<file path="src/rtl/sdram_arb_pkg.sv">
// rtl/sdram_arb_pkg.sv - state encoding and source-index width helper for sdram_port_arbiter
package sdram_arb_pkg;

  typedef enum logic [1:0] {
    ST_IDLE    = 2'd0,
    ST_REQ     = 2'd1,
    ST_XFER    = 2'd2,
    ST_RELEASE = 2'd3
  } arb_state_t;

  function automatic int src_idx_w(input int num_ports);
    return (2 * num_ports > 1) ? $clog2(2 * num_ports) : 1;
  endfunction

endpackage

</file>
<file path="src/rtl/sdram_port_arbiter_rr_pick.sv">
// rtl/sdram_port_arbiter_rr_pick.sv - rotating-priority encoder: first requester at or after ptr
module rr_pick #(
  parameter int N = 8,
  parameter int W = 3
) (
  input  logic [N-1:0] req,
  input  logic [W-1:0] ptr,
  output logic [W-1:0] idx,
  output logic         valid
);

  logic [W-1:0] cand;

  // Scan from the farthest offset down so the nearest requester is the last to win.
  always_comb begin
    idx   = '0;
    valid = 1'b0;
    cand  = '0;
    for (int i = N - 1; i >= 0; i--) begin
      cand = W'((int'(ptr) + i) % N);
      if (req[cand]) begin
        idx   = cand;
        valid = 1'b1;
      end
    end
  end

endmodule

</file>
<file path="src/rtl/sdram_port_arbiter.sv">
// rtl/sdram_port_arbiter.sv - N-port round-robin front-end for the SDRAM controller
// SDRAM_ARB_PRIO_EN: source 1 (port 0 read) gets fixed priority and does not move the pointer.
module sdram_port_arbiter
  import sdram_arb_pkg::*;
#(
  parameter int NUM_PORTS = 4,
  parameter int ADDR_W    = 24,
  parameter int DATA_W    = 16,
  parameter int BURST_W   = 10,
  localparam int SRC_IDX_W = src_idx_w(NUM_PORTS)
) (
  input  logic                      clk,
  input  logic                      rst,
  input  logic                      init_done,
  input  logic [NUM_PORTS-1:0]      wr_req,
  output logic [NUM_PORTS-1:0]      wr_ack,
  input  logic [NUM_PORTS*ADDR_W-1:0]  wr_addr,
  input  logic [NUM_PORTS*BURST_W-1:0] wr_burst,
  input  logic [NUM_PORTS*DATA_W-1:0]  wr_din,
  input  logic [NUM_PORTS-1:0]      rd_req,
  output logic [NUM_PORTS-1:0]      rd_ack,
  input  logic [NUM_PORTS*ADDR_W-1:0]  rd_addr,
  input  logic [NUM_PORTS*BURST_W-1:0] rd_burst,
  output logic [DATA_W-1:0]         rd_dout,
  output logic                      ctrl_wr_req,
  output logic                      ctrl_rd_req,
  input  logic                      ctrl_wr_ack,
  input  logic                      ctrl_rd_ack,
  output logic [ADDR_W-1:0]         ctrl_wr_addr,
  output logic [ADDR_W-1:0]         ctrl_rd_addr,
  output logic [BURST_W-1:0]        ctrl_wr_burst,
  output logic [BURST_W-1:0]        ctrl_rd_burst,
  output logic [DATA_W-1:0]         ctrl_din,
  input  logic [DATA_W-1:0]         ctrl_dout,
  output logic [SRC_IDX_W-1:0]      grant_idx,
  output logic                      busy
);

  localparam int NUM_SRC = 2 * NUM_PORTS;
  localparam int PORT_W  = SRC_IDX_W - 1;

  arb_state_t           state, state_nxt;
  logic [SRC_IDX_W-1:0] rr_ptr, rr_ptr_nxt, grant_nxt;
  logic [SRC_IDX_W-1:0] pick_idx, sel_idx;
  logic                 pick_valid;
  logic [NUM_SRC-1:0]   src_req;
  logic [PORT_W-1:0]    gport;
  logic                 grant_rd, active, cur_ack;

  for (genvar p = 0; p < NUM_PORTS; p++) begin : g_src
    assign src_req[2*p]   = wr_req[p];
    assign src_req[2*p+1] = rd_req[p];
  end

  rr_pick #(.N(NUM_SRC), .W(SRC_IDX_W)) u_pick (
    .req   (src_req),
    .ptr   (rr_ptr),
    .idx   (pick_idx),
    .valid (pick_valid)
  );

`ifdef SDRAM_ARB_PRIO_EN
  assign sel_idx = src_req[1] ? SRC_IDX_W'(1) : pick_idx;
`else
  assign sel_idx = pick_idx;
`endif

  assign gport    = grant_idx[SRC_IDX_W-1:1];
  assign grant_rd = grant_idx[0];
  assign active   = (state == ST_REQ) || (state == ST_XFER);
  assign cur_ack  = grant_rd ? ctrl_rd_ack : ctrl_wr_ack;

  assign busy        = active;
  assign ctrl_wr_req = active && !grant_rd;
  assign ctrl_rd_req = active && grant_rd;

  assign ctrl_wr_addr  = wr_addr[gport*ADDR_W +: ADDR_W];
  assign ctrl_rd_addr  = rd_addr[gport*ADDR_W +: ADDR_W];
  assign ctrl_wr_burst = wr_burst[gport*BURST_W +: BURST_W];
  assign ctrl_rd_burst = rd_burst[gport*BURST_W +: BURST_W];
  assign ctrl_din      = wr_din[gport*DATA_W +: DATA_W];
  assign rd_dout       = ctrl_dout;

  // The first ack beat can land while still in REQ, so the pass-through covers both states.
  assign wr_ack = (active && !grant_rd && ctrl_wr_ack) ? (NUM_PORTS'(1) << gport) : '0;
  assign rd_ack = (active &&  grant_rd && ctrl_rd_ack) ? (NUM_PORTS'(1) << gport) : '0;

  always_comb begin
    state_nxt  = state;
    grant_nxt  = grant_idx;
    rr_ptr_nxt = rr_ptr;
    case (state)
      ST_IDLE: begin
        if (init_done && pick_valid) begin
          grant_nxt = sel_idx;
          state_nxt = ST_REQ;
        end
      end
      ST_REQ: begin
        if (cur_ack) state_nxt = ST_XFER;
      end
      ST_XFER: begin
        if (!cur_ack) state_nxt = ST_RELEASE;
      end
      ST_RELEASE: begin
        state_nxt  = ST_IDLE;
        rr_ptr_nxt = (grant_idx == SRC_IDX_W'(NUM_SRC - 1)) ? '0 : grant_idx + SRC_IDX_W'(1);
`ifdef SDRAM_ARB_PRIO_EN
        if (grant_idx == SRC_IDX_W'(1)) rr_ptr_nxt = rr_ptr;
`endif
      end
      default: state_nxt = ST_IDLE;
    endcase
  end

  always_ff @(posedge clk) begin
    if (rst) begin
      state     <= ST_IDLE;
      grant_idx <= '0;
      rr_ptr    <= '0;
    end else begin
      state     <= state_nxt;
      grant_idx <= grant_nxt;
      rr_ptr    <= rr_ptr_nxt;
    end
  end

endmodule

</file>
<file path="config.mk">
export PLATFORM = sky130hd
export DESIGN_NAME = sdram_port_arbiter
export DESIGN_NICKNAME = d
export VERILOG_FILES = /design/src/rtl/sdram_arb_pkg.sv /design/src/rtl/sdram_port_arbiter_rr_pick.sv /design/src/rtl/sdram_port_arbiter.sv
export SDC_FILE = /design/constraint.sdc
export NUM_CORES = 1
export LEC_CHECK = 0
export CELL_PAD_IN_SITES_DETAIL_PLACEMENT = 1
export CELL_PAD_IN_SITES_GLOBAL_PLACEMENT = 1
export CORE_AREA = 2 2 186 188
export CTS_CLUSTER_SIZE = 12
export DETAILED_ROUTE_END_ITERATION = 16
export DIE_AREA = 0 0 188 190
export PLACE_DENSITY_LB_ADDON = 0.1
export SLEW_MARGIN = 0
export SYNTH_ARGS = -nofsm -noshare
export SYNTH_HDL_FRONTEND = slang
export SYNTH_HIERARCHICAL = 1
export SYNTH_SLANG_ARGS = --single-unit
</file>
<file path="constraint.sdc">
create_clock -name clk -period 3.7 [get_ports clk]
set_clock_uncertainty 0.1 [all_clocks]
set_input_delay 0.74 -clock clk [delete_from_list [all_inputs] [get_ports clk]]
set_output_delay 0.74 -clock clk [all_outputs]
set_load 0.05 [all_outputs]
</file>
== Word-level counts from Yosys, hierarchy flattened ==
Index checks and enable logic that the tools add are counted.
Storage, ports and cells
  flip-flop bits (word level): 8
  input bits: 365
  output and inout bits: 114
  logic and storage cells: 84
Operators by class
  add/sub/neg operators: 8
  multiply operators: 2
  order comparisons: 8
  eq/ne operators: 7
  shift operators: 6
  muxes and demuxes: 40
  reductions and logical operators: 10
Operators with widths (count)
  indexed part select 96 x 8 -> 24 bit: 2
  indexed part select 40 x 7 -> 10 bit: 2
  indexed part select 64 x 7 -> 16 bit: 1
  less-than comparator 3 x 4 -> 1 bit (second input constant): 8
  two-way mux 3 bit: 9
  binary-select mux 1 bit (select 3 bit): 8
  two-way mux 1 bit: 17
  adder 3 bit (second input constant): 4
  two-way mux 4 bit: 2
  one-hot mux 2 bit (4 select lines): 1
  adder 3 x 1 -> 3 bit (second input constant): 2
  adder 3 x 2 -> 3 bit (second input constant): 2
  two-way mux 2 bit: 3
  inequality test 2 bit (second input constant): 3
  logical AND 1 bit: 5
  multiplier 2 x 3 -> 5 bit (second input constant): 1
  == test 2 bit (second input constant): 2
  multiplier 2 x 2 -> 4 bit (second input constant): 1
  left shift 1 x 2 -> 4 bit (first input constant): 1
  == test 3 bit (second input constant): 1
  AND reduction 3 bit: 1
  == test 2 x 1 -> 1 bit (second input constant): 1
  zero test 2 bit: 1
  AND reduction 2 bit: 1
  other kinds (2): 2

== Logic depth before layout (Yosys ltp) ==
  word-level depth: 14
  gate-level depth with buffers: 13

== By module ==
Netlist, hierarchy kept.
Modules (own cells, without submodules)
  sdram_port_arbiter: times used 1, cells an instance 178, area an instance 2733.9 um2
  rr_pick: times used 1, cells an instance 90, area an instance 782.0 um2

== Worst setup path after synthesis ==
Ideal clock, no wire load.
  kind: register -> output
  start point: reg state[0]
  end point: out wr_ack[0]
  arrival time: 3.156 ns
  required time: 2.860 ns
  setup slack: -0.296 ns
  stages on the path, launching flop included: 6
  path buffers: 0
  cell sequence: dfxtp_1 inv_1 ha_1 nor2b_1 nand2_1 nor3_1
On the way
  word-level cells in the longest chain between the ends: 5
Ends and longest elaborated chain
  start: declaration: RTL line sdram_port_arbiter.sv:42  | arb_state_t state, state_nxt;
  start signal: assignment: RTL line sdram_port_arbiter.sv:122  | state <= state_nxt;
  == test 2 x 1 -> 1 bit / == test 2 bit (equally long branches): RTL line sdram_port_arbiter.sv:70  | assign active = (state == ST_REQ) || (state == ST_XFER);
  logical OR 1 bit *: RTL line sdram_port_arbiter.sv:70
  via busy: RTL line sdram_port_arbiter.sv:36  | output logic busy
  logical AND 1 bit *
  via ctrl_wr_req: RTL line sdram_port_arbiter.sv:25  | output logic ctrl_wr_req,
  logical AND 1 bit *: RTL line sdram_port_arbiter.sv:85  | assign wr_ack = (active && !grant_rd && ctrl_wr_ack) ? (NUM_PORTS'(1) << gport) : '0;
  two-way mux 4 bit *: RTL line sdram_port_arbiter.sv:85
  end: declaration: RTL line sdram_port_arbiter.sv:16  | output logic [NUM_PORTS-1:0] wr_ack,
Mark *: on every way through the listed nets, which the timed path passes. The rest lies on a longest branch.

== Worst setup path after layout ==
  start point: reg grant_idx[1]
  end point: out ctrl_rd_burst[3]
On the way
  word-level cells in the longest chain between the ends: 2
Ends and longest elaborated chain
  start: declaration: RTL line sdram_port_arbiter.sv:35  | output logic [SRC_IDX_W-1:0] grant_idx,
  start signal: assignment: RTL line sdram_port_arbiter.sv:123  | grant_idx <= grant_nxt;
  multiplier 2 x 3 -> 5 bit: RTL line sdram_port_arbiter.sv:80  | assign ctrl_rd_burst = rd_burst[gport*BURST_W +: BURST_W];
  indexed part select 40 x 7 -> 10 bit: RTL line sdram_port_arbiter.sv:80
  end: declaration: RTL line sdram_port_arbiter.sv:32  | output logic [BURST_W-1:0] ctrl_rd_burst,
Every way passes these cells.

==> impl_summary.txt <==
----------------------------------------------------
[Final layout]
  Fillers ... 3,846
  Area Overhead vs Synth ... 139%
  Utilization after layout ... 24.8%
  Share of final-layout standard cells stronger than drive strength 1 ... 19.8%
  Post-layout net count ... 1,067

[CTS]
  Count of clock tree sinks ... 8
  Clock-pin transition on the worst setup and hold timing paths ... 40 ps
  Cells resized by post-CTS repair ... 0
  Post-CTS Hold Fix Bufs ... 0
  Number of clock buffers inserted by TritonCTS ... 3
  Clock Root Buffer ... clkbuf_16
  Insertion delay of the later-clocked pin in the worst-skew pair ... 230 ps
  Maximum root-to-sink buffer count ... 2
  Clock tree from TritonCTS ... built
  Post-CTS Setup Inserts ... 0
  CTS H-tree depth ... 1

[Placement]
  Placement Setup Slack ... 317 ps
  Routability-driven placement congestion ratio ... 0.952
  Half-perimeter wire length after detailed placement ... 24,600 um
  I/O Buffers ... 446

[Power]
  Power share of the sequential group ... 6.1%
  Worst VDD drop ... 0.000165 V
  Leakage ... 2.81 nW
  Total design power ... 0.00286 W
  Part of the power in combinational logic ... 87.5%
  Internal Dissipation ... 0.00139 W
  Switching power summed over all nets ... 0.00147 W
  Sw frac ... 51.5%
  Share of total power in the clock network ... 6.3%
  Power density relative to cell area ... 341 mW/mm^2

[STA]
  Total of endpoints with negative setup slack in the final report ... 0
  Worst-case setup margin in the final layout ... 213 ps
  Setup repair after global routing missed its margin ... no
  Max-slew headroom ... 57.9%
  Setup total negative slack ... 0 ps
  Worst hold margin ... 481 ps
  Number of max-slew violations in the final report ... 0
  Min cycle time layout ... 3490 ps
  Upper clock frequency limit ... 287 MHz
  Final hold vios ... 0
  Final period utilization ... 94.2%
  Slew @ Worst Pin ... 629 ps

[Global routing]
  Global-route wire length before repair ... 37,200 um
  Maximum number of pins on one net before global-route repair ... 31
  Residual overflow from global routing ... 0
  Number of global-route vias before repair ... 4,949
  All-layer global routing usage ... 14.4%
  Number of antenna violations at the first check in global routing ... 12

[Floorplan]
  Std-Cell Rows ... 68
  Effective utilization at floorplan ... 10.4%
  Y dimension of the die ... 190 um
  Core area ... 0.0339 sq mm
  Num ports ... 479
  Area enclosed by the die boundary ... 0.0357 sq mm
  Horizontal die dimension ... 188 um

[Worst setup path]
  Required time of the worst setup path ... 2860 ps
  Max FO, Critical Path ... 27
  Arrival @ worst endpoint ... 2650 ps
  Crit. End Element ... output port
  Crit Path Category ... flip-flop to output port
  Worst setup SP type ... flip-flop

[Synth]
  Most instantiated flip-flop cell in the synthesis netlist ... dfxtp_1
  Post-synth net total ... 642
  Fraction of registers with async set/reset ... 0%
  FF+latch count, synth ... 8
  Fraction of post-synthesis cell area in the top cell type by area ... 57.0%
  Library cell occupying the most area in the post-synthesis netlist ... mux4_2
  Top cells by instance count after synthesis ... mux4_2 (89), buf_4 (19), nor2_1 (19)
  Count of mapped cells out of synthesis ... 268
  Number of flops mapped to enable cells by yosys ... 0
  Most common cell in the netlist ... mux4_2
  Top cells by area in the synthesized netlist ... mux4_2 (57%), buf_12 (4.6%), dfxtp_1 (4.6%)
  Synth Cell Area ... 0.00352 sq mm
  Part of the Yosys area used for sequential elements ... 4.56%
  Yosys cell types ... 48
  Syn_area_per_cell ... 13.1 sq um
  Synth warn ... 6

[Detailed routing]
  DRC violation count after routing ... 0
  Average via count per standard cell ... 3.85
  Antenna Violating Nets Remaining ... 0
  Routed len/inst ... 23.7 um
  First drt pass iteration count ... 4
  Vias after detailed routing ... 4,442
  Sum of routed wire length over all layers ... 27,300 um
  DRT iter0 DRCs ... 210

[Run]
  Max-capacitance violation count ... 0

[Status]
  Outcome ... finished, final reports clean

[Min path]
  Min-delay worst type ... flip-flop to flip-flop

----------------------------------------------------
through the flow:
step	instances	instance area, sq um
finish	1153	8400
global route	1153	8400
CTS	1146	8390
detailed placement	1143	8310
global placement	1143	8310
floorplan	268	3520
sequential cells by signal, indices dropped and copies added (netlist names):
| name | cells |
|---|---|
| grant_idx | 3 |
| rr_ptr | 3 |
| state | 2 |
routing by layer:
| metal | vias to the layer above | wire length, um | track usage, % |
|---|---|---|---|
| met5 | - | 41 | 0 |
| met4 | 6 | 368 | 3.42 |
| met3 | 30 | 2330 | 5.00 |
| met2 | 242 | 14300 | 25.8 |
| met1 | 2170 | 10200 | 16.4 |
| li1 | 1994 | - | - |
kinds of logic after synthesis:
logic type	share of synthesized area, %
flops	4.56
buf+inv	12.0
fa+ha+maj	3.20
simple gates	7.22
mux	65.6
xor+xnor	0.747
compound gates	6.62
worst max-delay path, cell delays in order, from the launching register on:
cell and delay, ps:
dfxtp_4 740, buf_4 350, mux4_2 580, clkdlybuf4s50_1 730
placed cells by master (no fill, tap or decap), types with 4 or more instances in the layout:
cell / Yosys / final
buf_12: 8 / 5
mux4_1: 5 / 5
clkdlybuf4s50_1: 0 / 428
mux2i_1: 10 / 10
diode_2: 0 / 7
nor2_1: 19 / 19
nand2b_1: 5 / 5
mux4_2: 89 / 89
dfxtp_1: 8 / 6
inv_1: 7 / 7
mux2_2: 4 / 4
ha_1: 9 / 9
buf_4: 19 / 30
nand2_1: 13 / 13
a21oi_1: 10 / 10
path summary, 6_finish.rpt:
| path | slack (ps) | start | end | cells after the start |
|---|---|---|---|---|
| setup / recovery | 210 | grant_idx[1] | ctrl_rd_burst[3] | 3 |
| hold / removal | 480 | rr_ptr[2] | rr_ptr[2] | 2 |
| setup reg to reg | 960 | rr_ptr[0] | grant_idx[0] | 9 |
| hold reg to reg | 480 | rr_ptr[2] | rr_ptr[2] | 2 |
layout make-up:
type / count / area, sq um / area share, %
Sequential cell: 8 / 168 / 2.00
Tap cell: 455 / 569 / 6.77
Clock buffer: 3 / 75.1 / 0.893
Timing Repair Buffer: 463 / 4610 / 54.9
Inverter: 7 / 26.3 / 0.313
Multi-Input combinational cell: 210 / 2940 / 35.0
Antenna cell: 7 / 17.5 / 0.208
power groups by stage:
| stage | clock network (W) | registers (W) | logic [W] |
|---|---|---|---|
| floorplan | 0 | 0.000145 | 0.00164 |
| global placement | 0 | 0.000180 | 0.00253 |
| detailed placement | 0 | 0.000181 | 0.00253 |
| CTS | 0.000184 | 0.000180 | 0.00255 |
| global route | 0.000189 | 0.000187 | 0.00265 |
| finish | 0.000181 | 0.000176 | 0.00251 |
Note: power is estimated with default switching activity, not from simulation.
